**config.mk**
```make
export PLATFORM = sky130hd
export DESIGN_NAME = mem_arbiter_flat
export DESIGN_NICKNAME = d
export VERILOG_FILES = /design/src/rtl/mem_arbiter_if.sv /design/src/rtl/mem_arbiter.sv /design/src/flat_wrapper.sv
export SDC_FILE = /design/constraint.sdc
export NUM_CORES = 1
export LEC_CHECK = 0
export ABC_AREA = 1
export BUFFER_PORTS_ARGS = -buffer_cell sky130_fd_sc_hd__buf_4
export CAP_MARGIN = 40
export CORE_UTILIZATION = 47
export DETAILED_ROUTE_END_ITERATION = 10
export GPL_TIMING_DRIVEN = 0
export PLACE_DENSITY = 0.84
export SYNTH_ARGS = -nofsm -noshare
export SYNTH_HDL_FRONTEND = slang
export SYNTH_SLANG_ARGS = --single-unit
```
**constraint.sdc**
```tcl
create_clock -name clk -period 2.7 [get_ports clk]
set_clock_uncertainty 0.2 [all_clocks]
set_input_delay 0.135 -clock clk [delete_from_list [all_inputs] [get_ports clk]]
set_output_delay 0.135 -clock clk [all_outputs]
set_load 0.005 [all_outputs]
```
**src/rtl/mem_arbiter_if.sv**
```systemverilog
// mem_arbiter_if
//   Signal bundle between mem_arbiter and its neighbours: the instruction fetch
//   unit, the load/store unit, the IO output buffer, the pipeline flush source
//   and the memory controller. Names keep the direction as seen from the
//   arbiter (i* = into the arbiter, o* = out of the arbiter).
//
//   slave  : arbiter side (drives o*, reads i*)
//   master : environment side (drives i*, reads o*)
//
//   iIO_buffer_full          IO output buffer full
//   iIF_req / iIF_addr       fetch request, held until oIF_done
//   oIF_done / oIF_inst      fetch completion pulse and instruction
//   iLS_req/wr/len/addr/dt   load/store request, held until oLS_done
//   oLS_done / oLS_dt        load/store completion pulse and load data
//   iFlush                   pipeline flush, cancels fetches
//   oMC_en/ls/len/addr/dt    request to the memory controller
//   iMC_done / iMC_dt        memory controller completion pulse and read data
interface mem_arbiter_if;
    logic        iIO_buffer_full;

    logic        iIF_req;
    logic [31:0] iIF_addr;
    logic        oIF_done;
    logic [31:0] oIF_inst;

    logic        iLS_req;
    logic        iLS_wr;
    logic [2:0]  iLS_len;
    logic [31:0] iLS_addr;
    logic [31:0] iLS_dt;
    logic        oLS_done;
    logic [31:0] oLS_dt;

    logic        iFlush;

    logic        oMC_en;
    logic        oMC_ls;
    logic [2:0]  oMC_len;
    logic [31:0] oMC_addr;
    logic [31:0] oMC_dt;
    logic        iMC_done;
    logic [31:0] iMC_dt;

    modport slave (
        input  iIO_buffer_full,
        input  iIF_req, iIF_addr,
        output oIF_done, oIF_inst,
        input  iLS_req, iLS_wr, iLS_len, iLS_addr, iLS_dt,
        output oLS_done, oLS_dt,
        input  iFlush,
        output oMC_en, oMC_ls, oMC_len, oMC_addr, oMC_dt,
        input  iMC_done, iMC_dt
    );

    modport master (
        output iIO_buffer_full,
        output iIF_req, iIF_addr,
        input  oIF_done, oIF_inst,
        output iLS_req, iLS_wr, iLS_len, iLS_addr, iLS_dt,
        input  oLS_done, oLS_dt,
        output iFlush,
        input  oMC_en, oMC_ls, oMC_len, oMC_addr, oMC_dt,
        output iMC_done, iMC_dt
    );
endinterface

```
**src/rtl/mem_arbiter.sv**
```systemverilog
// mem_arbiter
//   Shares one memory controller between instruction fetch (IF) and
//   load/store (LS). One transaction is outstanding at a time. LS wins ties
//   unless a waiting fetch has been passed over STARVE_LIMIT times in a row.
//   IO stores blocked by a full IO buffer are held back without blocking
//   fetches. A flush during a fetch suppresses that fetch's done pulse.
//
//   clk  : clock, all state updates on the rising edge
//   rst  : synchronous active-high reset (shared with the memory controller)
//   rdy  : global enable, 0 freezes all state and masks the done pulses
//   bus  : mem_arbiter_if.slave, request/response signals
module mem_arbiter #(
    parameter int unsigned STARVE_LIMIT = 4,
    parameter logic [31:0] IO_BASE      = 32'h00030000
) (
    input logic          clk,
    input logic          rst,
    input logic          rdy,
    mem_arbiter_if.slave bus
);

    localparam int unsigned CntW = (STARVE_LIMIT > 0) ? $clog2(STARVE_LIMIT + 1) : 1;
    localparam logic [CntW-1:0] CntMax = CntW'(STARVE_LIMIT);

    typedef enum logic [1:0] {StIdle, StIfBusy, StLsBusy} state_t;

    state_t          r_state, w_state_next;
    logic [CntW-1:0] r_starve, w_starve_next;
    logic            r_drop, w_drop_next;
    logic            r_mc_en, w_mc_en_next;
    logic            r_mc_ls, w_mc_ls_next;
    logic [2:0]      r_mc_len, w_mc_len_next;
    logic [31:0]     r_mc_addr, w_mc_addr_next;
    logic [31:0]     r_mc_dt, w_mc_dt_next;
    logic            r_if_done, w_if_done_next;
    logic [31:0]     r_if_inst, w_if_inst_next;
    logic            r_ls_done, w_ls_done_next;
    logic [31:0]     r_ls_dt, w_ls_dt_next;

    logic w_ls_elig, w_if_elig, w_grant_ls, w_grant_if, w_if_drop;

    always_comb begin
        // An IO store facing a full buffer is simply not a candidate this cycle.
        w_ls_elig  = bus.iLS_req &&
                     !(bus.iLS_wr && (bus.iLS_addr >= IO_BASE) && bus.iIO_buffer_full);
        w_if_elig  = bus.iIF_req && !bus.iFlush;
        w_grant_ls = w_ls_elig && !(w_if_elig && (r_starve == CntMax));
        w_grant_if = w_if_elig && !w_grant_ls;
        // A flush arriving on the completion edge also cancels the fetch.
        w_if_drop  = r_drop || bus.iFlush;
    end

    always_comb begin
        w_state_next   = r_state;
        w_starve_next  = r_starve;
        w_drop_next    = r_drop;
        w_mc_en_next   = r_mc_en;
        w_mc_ls_next   = r_mc_ls;
        w_mc_len_next  = r_mc_len;
        w_mc_addr_next = r_mc_addr;
        w_mc_dt_next   = r_mc_dt;
        w_if_done_next = 1'b0;
        w_if_inst_next = r_if_inst;
        w_ls_done_next = 1'b0;
        w_ls_dt_next   = r_ls_dt;

        unique case (r_state)
            StIdle: begin
                if (!bus.iIF_req) begin
                    w_starve_next = '0;
                end
                if (w_grant_ls) begin
                    w_state_next   = StLsBusy;
                    w_mc_en_next   = 1'b1;
                    w_mc_ls_next   = bus.iLS_wr;
                    w_mc_len_next  = bus.iLS_len;
                    w_mc_addr_next = bus.iLS_addr;
                    w_mc_dt_next   = bus.iLS_wr ? bus.iLS_dt : 32'h0;
                    if (w_if_elig && (r_starve != CntMax)) begin
                        w_starve_next = r_starve + CntW'(1);
                    end
                end else if (w_grant_if) begin
                    w_state_next   = StIfBusy;
                    w_mc_en_next   = 1'b1;
                    w_mc_ls_next   = 1'b0;
                    w_mc_len_next  = 3'd4;
                    w_mc_addr_next = bus.iIF_addr;
                    w_mc_dt_next   = 32'h0;
                    w_starve_next  = '0;
                end
            end
            StIfBusy: begin
                if (bus.iFlush) begin
                    w_drop_next = 1'b1;
                end
                if (bus.iMC_done) begin
                    w_state_next = StIdle;
                    w_mc_en_next = 1'b0;
                    w_drop_next  = 1'b0;
                    if (!w_if_drop) begin
                        w_if_done_next = 1'b1;
                        w_if_inst_next = bus.iMC_dt;
                    end
                end
            end
            StLsBusy: begin
                // Flush is deliberately ignored here: stores must not be lost.
                if (bus.iMC_done) begin
                    w_state_next   = StIdle;
                    w_mc_en_next   = 1'b0;
                    w_ls_done_next = 1'b1;
                    w_ls_dt_next   = bus.iMC_dt;
                end
            end
            default: begin
                w_state_next = StIdle;
            end
        endcase
    end

    always_ff @(posedge clk) begin
        if (rst) begin
            r_state   <= StIdle;
            r_starve  <= '0;
            r_drop    <= 1'b0;
            r_mc_en   <= 1'b0;
            r_mc_ls   <= 1'b0;
            r_mc_len  <= 3'd0;
            r_mc_addr <= 32'h0;
            r_mc_dt   <= 32'h0;
            r_if_done <= 1'b0;
            r_if_inst <= 32'h0;
            r_ls_done <= 1'b0;
            r_ls_dt   <= 32'h0;
        end else if (rdy) begin
            r_state   <= w_state_next;
            r_starve  <= w_starve_next;
            r_drop    <= w_drop_next;
            r_mc_en   <= w_mc_en_next;
            r_mc_ls   <= w_mc_ls_next;
            r_mc_len  <= w_mc_len_next;
            r_mc_addr <= w_mc_addr_next;
            r_mc_dt   <= w_mc_dt_next;
            r_if_done <= w_if_done_next;
            r_if_inst <= w_if_inst_next;
            r_ls_done <= w_ls_done_next;
            r_ls_dt   <= w_ls_dt_next;
        end
    end

    // Done pulses stay registered while frozen and reappear once rdy returns.
    assign bus.oIF_done = r_if_done & rdy;
    assign bus.oIF_inst = r_if_inst;
    assign bus.oLS_done = r_ls_done & rdy;
    assign bus.oLS_dt   = r_ls_dt;
    assign bus.oMC_en   = r_mc_en;
    assign bus.oMC_ls   = r_mc_ls;
    assign bus.oMC_len  = r_mc_len;
    assign bus.oMC_addr = r_mc_addr;
    assign bus.oMC_dt   = r_mc_dt;

endmodule

```
**src/flat_wrapper.sv**
```systemverilog
// flat-port wrapper written by rule: the top's interface ports become plain ports
module mem_arbiter_flat 
#(
    parameter int unsigned STARVE_LIMIT = 4,
    parameter logic [31:0] IO_BASE      = 32'h00030000
)
  (clk, rst, rdy, bus_iIO_buffer_full, bus_iIF_req, bus_iIF_addr, bus_oIF_done, bus_oIF_inst, bus_iLS_req, bus_iLS_wr, bus_iLS_len, bus_iLS_addr, bus_iLS_dt, bus_oLS_done, bus_oLS_dt, bus_iFlush, bus_oMC_en, bus_oMC_ls, bus_oMC_len, bus_oMC_addr, bus_oMC_dt, bus_iMC_done, bus_iMC_dt);
  mem_arbiter_if bus_i ();
  input logic clk;
  input logic rst;
  input logic rdy;
  input wire logic [$bits(bus_i.iIO_buffer_full)-1:0] bus_iIO_buffer_full;
  input wire logic [$bits(bus_i.iIF_req)-1:0] bus_iIF_req;
  input wire logic [$bits(bus_i.iIF_addr)-1:0] bus_iIF_addr;
  output wire logic [$bits(bus_i.oIF_done)-1:0] bus_oIF_done;
  output wire logic [$bits(bus_i.oIF_inst)-1:0] bus_oIF_inst;
  input wire logic [$bits(bus_i.iLS_req)-1:0] bus_iLS_req;
  input wire logic [$bits(bus_i.iLS_wr)-1:0] bus_iLS_wr;
  input wire logic [$bits(bus_i.iLS_len)-1:0] bus_iLS_len;
  input wire logic [$bits(bus_i.iLS_addr)-1:0] bus_iLS_addr;
  input wire logic [$bits(bus_i.iLS_dt)-1:0] bus_iLS_dt;
  output wire logic [$bits(bus_i.oLS_done)-1:0] bus_oLS_done;
  output wire logic [$bits(bus_i.oLS_dt)-1:0] bus_oLS_dt;
  input wire logic [$bits(bus_i.iFlush)-1:0] bus_iFlush;
  output wire logic [$bits(bus_i.oMC_en)-1:0] bus_oMC_en;
  output wire logic [$bits(bus_i.oMC_ls)-1:0] bus_oMC_ls;
  output wire logic [$bits(bus_i.oMC_len)-1:0] bus_oMC_len;
  output wire logic [$bits(bus_i.oMC_addr)-1:0] bus_oMC_addr;
  output wire logic [$bits(bus_i.oMC_dt)-1:0] bus_oMC_dt;
  input wire logic [$bits(bus_i.iMC_done)-1:0] bus_iMC_done;
  input wire logic [$bits(bus_i.iMC_dt)-1:0] bus_iMC_dt;
  assign bus_i.iIO_buffer_full = bus_iIO_buffer_full;
  assign bus_i.iIF_req = bus_iIF_req;
  assign bus_i.iIF_addr = bus_iIF_addr;
  assign bus_oIF_done = bus_i.oIF_done;
  assign bus_oIF_inst = bus_i.oIF_inst;
  assign bus_i.iLS_req = bus_iLS_req;
  assign bus_i.iLS_wr = bus_iLS_wr;
  assign bus_i.iLS_len = bus_iLS_len;
  assign bus_i.iLS_addr = bus_iLS_addr;
  assign bus_i.iLS_dt = bus_iLS_dt;
  assign bus_oLS_done = bus_i.oLS_done;
  assign bus_oLS_dt = bus_i.oLS_dt;
  assign bus_i.iFlush = bus_iFlush;
  assign bus_oMC_en = bus_i.oMC_en;
  assign bus_oMC_ls = bus_i.oMC_ls;
  assign bus_oMC_len = bus_i.oMC_len;
  assign bus_oMC_addr = bus_i.oMC_addr;
  assign bus_oMC_dt = bus_i.oMC_dt;
  assign bus_i.iMC_done = bus_iMC_done;
  assign bus_i.iMC_dt = bus_iMC_dt;
  mem_arbiter #(.STARVE_LIMIT(STARVE_LIMIT), .IO_BASE(IO_BASE)) u_core (.clk(clk), .rst(rst), .rdy(rdy), .bus(bus_i));
endmodule
```
After elaboration in Yosys (flattened, before gate mapping) --
Cells that the tools add are included.
Word-level totals: flip-flop bits (word level) 141, input bits 140
Operators by class: add/sub/neg operators 1, magnitude comparators 1, equality and inequality tests 6, mux-type cells 28, bitwise logic cells 3, reduce and logical (&&, ||, !) cells 25
Operators by type and width (count):
- $mux W32 | 5
- $ge A32 B18 Y1 const B | 1
- $mux W3 | 6
- $mux W1 | 12
- $reduce_and A3 Y1 | 4
- $logic_and A1 B1 Y1 | 8
- $reduce_and A4 Y1 | 2
- $mux W2 | 3
- $reduce_bool A2 Y1 | 3
- $logic_not A1 Y1 | 4
- $pmux W2 S2 | 1
- $add A3 B1 Y3 const B | 1
- $eq A3 B3 Y1 const B | 1
- $ne A3 B1 Y1 const B | 1
- $ne A3 B3 Y1 const B | 1
- $and A1 B1 Y1 | 2
- $eq A2 B1 Y1 const B | 1
- $eq A2 B2 Y1 const B | 1
- $logic_not A2 Y1 | 1
- $ne A2 B1 Y1 const B | 1
- $pmux W1 S2 | 1
- $reduce_and A2 Y1 | 1
- $reduce_or A2 Y1 | 1
- $logic_or A1 B1 Y1 | 1
- $not A1 Y1 | 1

Logic depth before layout (Yosys ltp) --
depth after elaboration 11, gate-level depth with buffers 13, mapped depth without buffers 12

Worst setup path before layout --
OpenSTA, ideal clock, no wires.
path type reg2reg, start point register u_core.r_state[0], end point register u_core.r_mc_dt[2], in the netlist u_core.bus.oMC_dt[2], library setup time 138 ps, data arrival time 1565 ps, data required time 2362 ps, path slack 797 ps, stages on the path, launching flop included 11, buffers on the path 2, clock period less this slack 1903 ps, cell sequence dfxtp_1 -> inv_1 -> ha_1 -> nand2_1 -> clkinv_1 -> nand2_4 -> clkinv_2 -> buf_8 -> buf_8 -> nand2_2 -> a21oi_2
Between the ends: word-level cells in the longest chain between the ends 2
RTL lines:
- from (decl) | RTL line mem_arbiter.sv:27 | state_t r_state, w_state_next;
- from (signal assigned) | RTL line mem_arbiter.sv:123 | r_state <= StIdle;
- from (signal assigned) | RTL line mem_arbiter.sv:136 | r_state <= w_state_next;
- $logic_not A2 Y1 | RTL line mem_arbiter.sv:67 | unique case (r_state)
- $reduce_and A3 Y1 (no line)
- to (signal assigned) | RTL line mem_arbiter.sv:143 | r_mc_dt <= w_mc_dt_next;
- to (decl) | RTL line mem_arbiter.sv:34 | logic [31:0] r_mc_dt, w_mc_dt_next;
Every way passes these cells. A chain may end at the register's enable or synchronous reset.

Final worst setup path --
start point register u_core.r_state[0], end point register u_core.r_mc_addr[17], in the netlist u_core.bus.oMC_addr[17]
Between the ends: word-level cells in the longest chain between the ends 2
RTL lines:
- $logic_not A2 Y1 | RTL line mem_arbiter.sv:67
- $reduce_and A3 Y1 (no line)
- to (signal assigned) | RTL line mem_arbiter.sv:142 | r_mc_addr <= w_mc_addr_next;
- to (decl) | RTL line mem_arbiter.sv:33 | logic [31:0] r_mc_addr, w_mc_addr_next;
Every way passes these cells.

==> impl_metrics.yaml <==
clock_network:
  root_buffer: "clkbuf_16"
  cts-htree-levels: 4
  cts.sinks: 141
  cts-buffers-inserted: 17
  cts_tree: "built"
  cts.clk_slew.worst_paths_ns: 0.06
  clkLatencyLatePin_ns: 0.41
  cts_buffer_depth: 2
synthesis:
  ys_ff_latch: 141
  synth.yosys.warnings: 0
  synth_area_leader_cell: "dfxtp_1"
  avgSynthCellArea_um2: 6.89
  syn_inst: 888
  synth_cell_type_count: 29
  netlist.area_leader.share_pct: 46.1
  synth_nets: 1034
  synth_area_leaders: "dfxtp_1 (46%), nor2_1 (13%), nand2_1 (11%)"
  seq_area_frac_synth_pct: 46.1
  synth_area_mm2: 0.00612
worst_setup_path:
  cp_max_fo: 10
  required_ns: 2.83
  path_class: "reg -> reg"
  rr_endpoint: "u_core.bus.oMC_addr[17]"
  crit_arrival_ns: 2.73
  critPathLaunch: "u_core.r_state[0]"
  r2r_cells: 11
  cp-endpoint: "u_core.bus.oMC_addr[17]"
  end_kind: "register"
  rr_startpoint: "u_core.r_state[0]"
  rrSetupSlack_ns: 0.10
  start_kind: "register"
detailed_routing:
  vias: 7715
  drt_iter0_markers: 554
  antenna_left: 0
  via_per_inst: 5.13
  dr_wl_met3_mm: 1.59
  drc: 0
  first_pass_iters: 7
  wl_per_cell_um: 16.1
  wl_met1_mm: 8.89
  drt-total-wl_mm: 24.2
  highest_layer: "met4"
  dr_wl_met2_mm: 12.2
layout:
  final_cell_count_no_fill: 1504
  finalNetCount: 1468
  fill_cells: 732
  drive_gt1_share_pct: 26.6
  layout_commonest_cell: "buf_4"
  antenna_cells_inserted: 0
  syn_to_final_growth_pct: 69.5
  design_area_mm2: 0.0104
  final_cell_mix: "buf_4 (280), nor2_1 (205), nand2_1 (176)"
global_route:
  grt_max_degree: 17
  antenna_found_initial: 0
  grt_pass1_wl_mm: 37.0
  grt_pass1_vias: 7683
  grt_overflow: 0
  grt_usage_pct: 35.8
sta:
  slew_headroom_pct: 55.8
  fin_tns_setup_ns: 0
  fin_crit_sh_pct: 96.2
  finalCriticalPeriod_ns: 2.60
  hold_viol: 0
  tightest_slew_ns: 0.658
  drv_slew: 0
  fmax_mhz: 385
  finalSetupViolCount: 0
  rsz0062_at_grt: "false"
pwr:
  p_leak_nw: 5.01
  vdd_drop_max_v: 0.000434
  powerDensity_mw_per_mm2: 520
placed_design:
  routabilityCongestion: 0.856
  place_area_mm2: 0.00837
  numPortBuffers: 272
  dp_cells: 1332
  hpwlAfterDp_mm: 14.0
die:
  dieHeight_um: 116
  fp-row-count: 41
  ios: 275
  die_area_mm2: 0.0135
  coreArea_mm2: 0.0127
  start_util_pct: 48.3
  die_x_um: 116
min_path:
  hold_path_class: "in -> reg"
job:
  maxCapViolCount: 0
status:
  status: "finished clean"
-- metrics by stage --
stage	hold WS, ns	util, %	total power, W	setup WS, ns
final	0.0927	81.8	0.00539	0.102
after global routing	0.120	81.8	0.00556	0.00654
after CTS	0.0816	81.6	0.00531	0.0309
after detailed placement	0.171	66.1	0.00293	0.483
after global placement	0.164	66.1	0.00292	0.502
after floorplan	0.0699	-	0.00256	0.797
-- critical path, stage by stage (launching register included) --
cell and delay, ns:
dfxtp_1 0.37, inv_1 0.08, ha_1 0.25, nand2_2 0.13, clkinvlp_4 0.15, nand2_4 0.16
inv_4 0.07, clkbuf_4 0.20, nand2_1 0.08, nor2_1 0.04, dlygate4sd3_1 0.56, nor2_1 0.20
-- worst min path at each step --
stage / from / cells past startpoint / endpoint
3_3_place_gp: bus_iMC_dt[4] / 3 / u_core.bus.oIF_inst[4]
4_1_cts: rst / 3 / u_core.bus.oMC_dt[23]
3_5_place_dp: bus_iMC_dt[28] / 3 / u_core.bus.oIF_inst[28]
2_1_floorplan: bus_iMC_dt[0] / 2 / u_core.bus.oIF_inst[0]
5_1_grt: rst / 3 / u_core.bus.oMC_dt[23]
6_report: rst / 3 / u_core.bus.oMC_dt[22]
-- cell type report --
| type | instances | area (um2) | share of cell area [%] |
|---|---|---|---|
| clock inverter | 8 | 93.8 | 0.905 |
| timing repair buffer | 415 | 3470 | 33.5 |
| tap | 172 | 215 | 2.08 |
| multi-input combinational | 604 | 2680 | 25.9 |
| buffer | 57 | 294 | 2.84 |
| sequential | 141 | 2820 | 27.2 |
| inverter | 86 | 329 | 3.17 |
| clock buffer | 21 | 460 | 4.44 |
-- logic make-up after synthesis --
logic type | share of synthesized area (%)
and+or+nand+nor | 26.7
AOI/OAI and AO/OA | 15.8
buffers and inverters | 10.0
DFF | 46.1
adders and majority gates | 1.23
xor gates and xnor gates | 0.143
-- cell usage after synthesis --
library cell / instances
nor3_1: 1
dfxtp_1: 141
ha_1: 6
nand2_4: 1
o31ai_1: 1
xor2_1: 1
a21oi_2: 10
buf_6: 2
nand2_1: 177
buf_8: 2
nor2_1: 205
o21ai_0: 101
clkinv_2: 1
nand3_1: 13
nand4_1: 3
buf_1: 3
a31oi_1: 1
a21boi_0: 1
inv_2: 2
buf_2: 12
o2111ai_1: 3
a21oi_1: 65
buf_4: 6
nand2_2: 13
inv_1: 82
clkinv_1: 1
nor3_2: 1
clkbuf_1: 32
nor2_2: 1
-- per-layer routing --
layer  track usage [%]  vias up
met3              8.16      137
met4              25.3        0
li1                  -     3633
met1              38.0     3512
met5                 0        -
met2              62.9      433
-- registers in the layout, indices dropped and copies added (netlist names) --
register,flops
u_core.bus.oIF_inst,32
u_core.bus.oLS_dt,32
u_core.bus.oMC_addr,32
u_core.bus.oMC_dt,32
u_core.bus.oMC_len,3
u_core.r_starve,3
u_core.r_state,2
u_core.bus.oMC_en,1
u_core.bus.oMC_ls,1
u_core.r_drop,1
u_core.r_if_done,1
u_core.r_ls_done,1
-- repair_timing --
action                     in CTS  in global routing
setup endpoints to repair       0                 32
hold endpoints to repair      139                  0
gates resized for setup         0                  5
setup buffers                   0                  2
hold buffers                  141                  0
-- report_power, final --
| group | switching (W) | internal [W] |
|---|---|---|
| Clock | 0.000871 | 0.00139 |
| Combinational | 0.000445 | 0.000484 |
| Sequential | 0.0000445 | 0.00216 |
No activity file was read; power rests on OpenSTA's default activity.
